===== src/rtl/branch_resolve_unit.sv =====
// Execute-stage branch resolution: evaluates JZ/JN/JC/JV/LOOP, issues a
// registered PC redirect on a taken branch, and squashes the wrong-path
// instructions in IF/ID and ID/EX with a short flush sequence. Saturating
// branch/taken event counters are kept for debug.
module branch_resolve_unit #(
    parameter int DATA_W       = 8,
    parameter int FLUSH_CYCLES = 2,
    parameter int CNT_W        = 16
) (
    input  logic              clk,
    input  logic              rst,
    input  logic              ex_valid,
    input  logic              stall,
    input  logic [2:0]        bu_op,
    input  logic [3:0]        flags,
    input  logic [DATA_W-1:0] ra_val,
    input  logic [DATA_W-1:0] rb_val,
    output logic              pc_load,
    output logic [DATA_W-1:0] pc_target,
    output logic              flush_if_id,
    output logic              flush_id_ex,
    output logic              loop_wr_en,
    output logic [DATA_W-1:0] loop_wr_data,
    output logic [CNT_W-1:0]  branch_cnt,
    output logic [CNT_W-1:0]  taken_cnt
);

    typedef enum logic {IDLE, FLUSH} state_t;

    localparam logic [2:0] OP_JZ   = 3'b001;
    localparam logic [2:0] OP_JN   = 3'b010;
    localparam logic [2:0] OP_JC   = 3'b011;
    localparam logic [2:0] OP_JV   = 3'b100;
    localparam logic [2:0] OP_LOOP = 3'b101;

    // fcnt counts remaining unstalled flush cycles after the current one
    localparam logic [1:0] FCNT_INIT = 2'(FLUSH_CYCLES - 1);

    // Event counters stick at all-ones instead of wrapping
    function automatic logic [CNT_W-1:0] sat_inc(input logic [CNT_W-1:0] v,
                                                 input logic             en);
        if (en && !(&v)) begin
            return v + CNT_W'(1);
        end
        return v;
    endfunction

    state_t            state_q, state_d;
    logic [1:0]        fcnt_q, fcnt_d;
    logic              pc_load_q, pc_load_d;
    logic [DATA_W-1:0] pc_target_q, pc_target_d;
    logic [CNT_W-1:0]  branch_cnt_q, branch_cnt_d;
    logic [CNT_W-1:0]  taken_cnt_q, taken_cnt_d;

    logic              op_ok;
    logic              cond;
    logic              accept;
    logic              taken;
    logic [DATA_W-1:0] loop_dec;

    assign loop_dec = ra_val - DATA_W'(1);

    // Decode the branch opcode and pick the condition it tests
    always_comb begin
        op_ok = 1'b0;
        cond  = 1'b0;
        unique case (bu_op)
            OP_JZ:   begin op_ok = 1'b1; cond = flags[0];   end
            OP_JN:   begin op_ok = 1'b1; cond = flags[1];   end
            OP_JC:   begin op_ok = 1'b1; cond = flags[2];   end
            OP_JV:   begin op_ok = 1'b1; cond = flags[3];   end
            OP_LOOP: begin op_ok = 1'b1; cond = |loop_dec;  end
            default: begin op_ok = 1'b0; cond = 1'b0;       end
        endcase
    end

    // Instructions arriving while flushing are wrong-path and are ignored
    assign accept = ex_valid & ~stall & (state_q == IDLE) & op_ok;
    assign taken  = accept & cond;

    assign loop_wr_en   = accept & (bu_op == OP_LOOP);
    assign loop_wr_data = loop_dec;

    // Flush sequencer next state; flush outputs are decoded from the state
    always_comb begin
        state_d     = state_q;
        fcnt_d      = fcnt_q;
        flush_if_id = 1'b0;
        flush_id_ex = 1'b0;
        unique case (state_q)
            IDLE: begin
                if (taken) begin
                    state_d = FLUSH;
                    fcnt_d  = FCNT_INIT;
                end
            end
            FLUSH: begin
                flush_if_id = 1'b1;
                flush_id_ex = 1'b1;
                if (!stall) begin
                    if (fcnt_q == 2'd0) begin
                        state_d = IDLE;
                    end else begin
                        fcnt_d = fcnt_q - 2'd1;
                    end
                end
            end
            default: begin
                state_d = IDLE;
                fcnt_d  = 2'd0;
            end
        endcase
    end

    // Redirect and counter next state; a redirect pulses for one cycle and
    // is never asserted by a stalled cycle since taken already needs ~stall
    always_comb begin
        pc_load_d    = taken;
        pc_target_d  = taken ? rb_val : pc_target_q;
        branch_cnt_d = sat_inc(branch_cnt_q, accept);
        taken_cnt_d  = sat_inc(taken_cnt_q, taken);
    end

    // State and output registers; reset wins over stall
    always_ff @(posedge clk) begin
        if (rst) begin
            state_q      <= IDLE;
            fcnt_q       <= 2'd0;
            pc_load_q    <= 1'b0;
            pc_target_q  <= '0;
            branch_cnt_q <= '0;
            taken_cnt_q  <= '0;
        end else begin
            state_q      <= state_d;
            fcnt_q       <= fcnt_d;
            pc_load_q    <= pc_load_d;
            pc_target_q  <= pc_target_d;
            branch_cnt_q <= branch_cnt_d;
            taken_cnt_q  <= taken_cnt_d;
        end
    end

    assign pc_load    = pc_load_q;
    assign pc_target  = pc_target_q;
    assign branch_cnt = branch_cnt_q;
    assign taken_cnt  = taken_cnt_q;

endmodule


===== config.mk =====
export PLATFORM = sky130hd
export DESIGN_NAME = branch_resolve_unit
export DESIGN_NICKNAME = d
export VERILOG_FILES = /design/src/rtl/branch_resolve_unit.sv
export SDC_FILE = /design/constraint.sdc
export NUM_CORES = 1
export LEC_CHECK = 0
export ABC_AREA = 1
export CAP_MARGIN = 10
export CORE_ASPECT_RATIO = 2
export CORE_MARGIN = 4
export CORE_UTILIZATION = 42
export DETAILED_ROUTE_END_ITERATION = 10
export GPL_ROUTABILITY_DRIVEN = 0
export PLACE_DENSITY = 0.74
export SLEW_MARGIN = 20
export SYNTH_ARGS = -nofsm -noshare
export SYNTH_HDL_FRONTEND = slang
export SYNTH_SLANG_ARGS = --single-unit

===== constraint.sdc =====
create_clock -name clk -period 1.95 [get_ports clk]
set_clock_uncertainty 0.2 [all_clocks]
set_input_delay 0.4875 -clock clk [delete_from_list [all_inputs] [get_ports clk]]
set_output_delay 0.4875 -clock clk [all_outputs]
set_load 0.005 [all_outputs]

==> results.ini <==
[power]
combPwrFrac_pct=14.8
clockPowerShare_pct=43.7
p_sw_w=0.000534
power_density_nw_per_um2=511
p_int_w=0.00168
seqPwrFrac_pct=41.6
switching_share_pct=24.1
ir_drop_uv=354
power.leakage_nw=1.89

[synthesis]
syn_nets=400
synth_top_area_share_pct=34.5
ys_seq_elements=44
synth_top_family_by_area=simple AND/OR/NAND/NOR gates
async_reset_ff_share_pct=0
synth_flop_cell=dfxtp_1
synth_area_um2=2550
synth_xor_area_share_pct=6.18
synth_top_area_cell=dfxtp_1
avgSynthCellArea_um2=6.94
yosys_warnings=0
yosys.cell_types.count=37
ys_seq_area_share_pct=34.5
synth_fa_ha_area_share_pct=2.45
synth-simple-area-share_pct=36.8
synth_mux_area_share_pct=0
synth_compound_area_share_pct=11.6
synthTopCellsByArea=dfxtp_1 35%, nand2_1 11%, nor2_1 8.1%
syn_inst=368
synth_edf_count=0

[clocking]
clock_sinks=44
cts_tree=done
h-tree-depth=2
cts-buffers-inserted=5
cts.clk_slew.worst_paths_ns=0.07
clock_path_buffers=2
clock_latency_ns=0.29
root_buffer=clkbuf_16

[route]
ant_nets=0
drt-pass1-iter-count=4
num_vias=2925
wl_per_cell_um=14.5
drc=0
via_per_inst=5.19
drt_iter0_markers=119
drt_wl_total_mm=8.19

[min_path]
hp-class=reg2reg

[timing]
slew_headroom_pct=75.4
tns_ns=-0.191
period_share_pct=102
min_period_ns=1.98
drv_slew=0
grt_setup_unrepaired=true
hold_viol=0
timing.final.ws_setup_ns=-0.0339
setup_viol=15
tightest_slew_ns=0.367
worst_hold_slack_ns=0.256
max_freq_ghz=0.504

[critical_path]
arrival_ns=1.97
crit_path_end_kind=register
cp_max_fo=6
slowest_delay_ns=0.19
crit_path_start_kind=input pin
required_ns=1.94
slowest_stage=ha_4
critical_path_class=in2reg
worstPathCellList=buf_8 -> clkinvlp_4 -> ha_4 -> buf_6 -> nand4_1 -> nand2_1 -> nor2_1 -> nand3_1 -> nand2_1 -> nand2_2 -> nand2_8 -> inv_12 -> buf_4 -> nand3_1 -> a21oi_2

[floorplan]
fp-row-count=40
pin_count=79
die_h_um=118
die_x_um=63.1
start_util_pct=42.9
coreArea_um2=5960
die_area_um2=7460

[place]
numPortBuffers=78
dp_cells=543
place_ws_ns=-0.883
dp_hpwl_mm=5.91
placed_cell_area_um2=3760

[global_route]
antenna_found_initial=0
grt-ovfl-total=0
grt_pass1_wl_mm=12.8
first_global_vias=2999
grt_use_total_pct=21.5
grt_max_degree=25

[job]
drv_cap=0

[finish]
final_area_um2=4330
diodes=0
stdcell_count=564
finalNetCount=532
drive_gt1_share_pct=36.5
area_growth_syn_to_layout_pct=69.6

[outcome]
outcome=finished, violations left
violations=negative setup slack

worst paths after layout:
kind	from	end	cells past startpoint	slack, ns
max	ra_val[0]	taken_cnt[12]$_SDFFE_PP0P_	15	-0.03
min	branch_cnt[2]$_SDFFE_PP0P_	branch_cnt[2]$_SDFFE_PP0P_	1	0.26
min reg2reg	branch_cnt[2]$_SDFFE_PP0P_	branch_cnt[2]$_SDFFE_PP0P_	1	0.26
max reg2reg	taken_cnt[1]$_SDFFE_PP0P_	taken_cnt[7]$_SDFFE_PP0P_	9	0.02
power groups by stage:
| stage | sequential [W] | clock [W] | combinational (W) |
|---|---|---|---|
| 2_1_floorplan | 0.000941 | 0 | 0.000112 |
| 3_3_place_gp | 0.000939 | 0 | 0.000277 |
| 3_5_place_dp | 0.000940 | 0 | 0.000282 |
| 4_1_cts | 0.000920 | 0.000985 | 0.000305 |
| 5_1_grt | 0.000921 | 0.00102 | 0.000352 |
| 6_report | 0.000920 | 0.000966 | 0.000326 |
layout make-up:
| type | instances | area, um^2 |
|---|---|---|
| Clock buffer | 5 | 125 |
| Multi-Input combinational cell | 275 | 1780 |
| Tap cell | 63 | 78.8 |
| Inverter | 39 | 168 |
| Clock inverter | 3 | 42.5 |
| Fill cell | 487 | 1630 |
| Timing Repair inverter | 2 | 20.0 |
| Timing Repair Buffer | 133 | 1210 |
| Sequential cell | 44 | 905 |
logic make-up (layout without fill, tap and decap cells):
| kind of cell | after synthesis | after routing |
|---|---|---|
| AOI/OAI and AO/OA | 51 | 51 |
| and+or+nand+nor | 200 | 201 |
| xor gates and xnor gates | 18 | 18 |
| buffers and inverters | 50 | 182 |
| adders and majority gates | 5 | 5 |
| DFF | 44 | 44 |
registers in the layout (all words and copies together) (netlist names):
signal,count
fcnt_q,2
pc_load,1
taken_cnt,16
pc_target,8
branch_cnt,16
state_q,1
critical path: cells and delay by family:
kind	cells	cell delay, ns
and+or+nand+nor	8	0.73
buffers and inverters	5	0.49
adders and majority gates	1	0.19
AOI/OAI and AO/OA	1	0.06
metal layers:
| layer | routed length, um | up-vias | track usage [%] | part of all wire [%] |
|---|---|---|---|---|
| met5 | 0 | - | 0 | 0 |
| met4 | 365 | 0 | 14.0 | 4.5 |
| met3 | 385 | 28 | 5.04 | 4.7 |
| met2 | 4660 | 85 | 42.7 | 57 |
| met1 | 2780 | 1357 | 17.7 | 34 |
| li1 | - | 1455 | - | - |
stage by stage:
stage | power [W] | utilization (%)
floorplan | 0.00105 | -
global placement | 0.00122 | 63.1
detailed placement | 0.00122 | 63.1
CTS | 0.00221 | 68.9
global route | 0.00230 | 72.7
finish | 0.00221 | 72.7
Yosys cell counts (2+ instances only):
library cell,instances
nand2_1,76
nor2_1,55
dfxtp_1,44
inv_1,37
nand3_1,37
a21oi_1,25
o21ai_0,16
xor2_1,11
nor3_1,8
xnor2_1,7
clkbuf_1,5
ha_1,5
a21oi_2,4
nand4_1,4
nor2_2,4
nor3_2,3
a211oi_1,2
buf_2,2
buf_4,2
buf_6,2
nand2_2,2
nand3b_1,2
cells in the final DEF (no fill, tap or decap), types with 14 or more instances in the layout:
cell type / Yosys / routed
nand2_1: 76 / 52
buf_4: 2 / 48
nor2_1: 55 / 47
clkdlybuf4s50_1: 0 / 41
inv_1: 37 / 32
nand3_1: 37 / 29
dfxtp_1: 44 / 29
nand2_2: 2 / 21
a21oi_1: 25 / 21
dlygate4sd2_1: 0 / 14
timing repair:
action                     4_1_cts  5_1_grt
hold buffers                     0        0
pin swaps                       31       23
gates cloned                     3        0
gates resized for setup        125       72
setup endpoints to repair       58       63
setup buffers                    8        3
No activity file was read; power rests on OpenSTA's default activity.
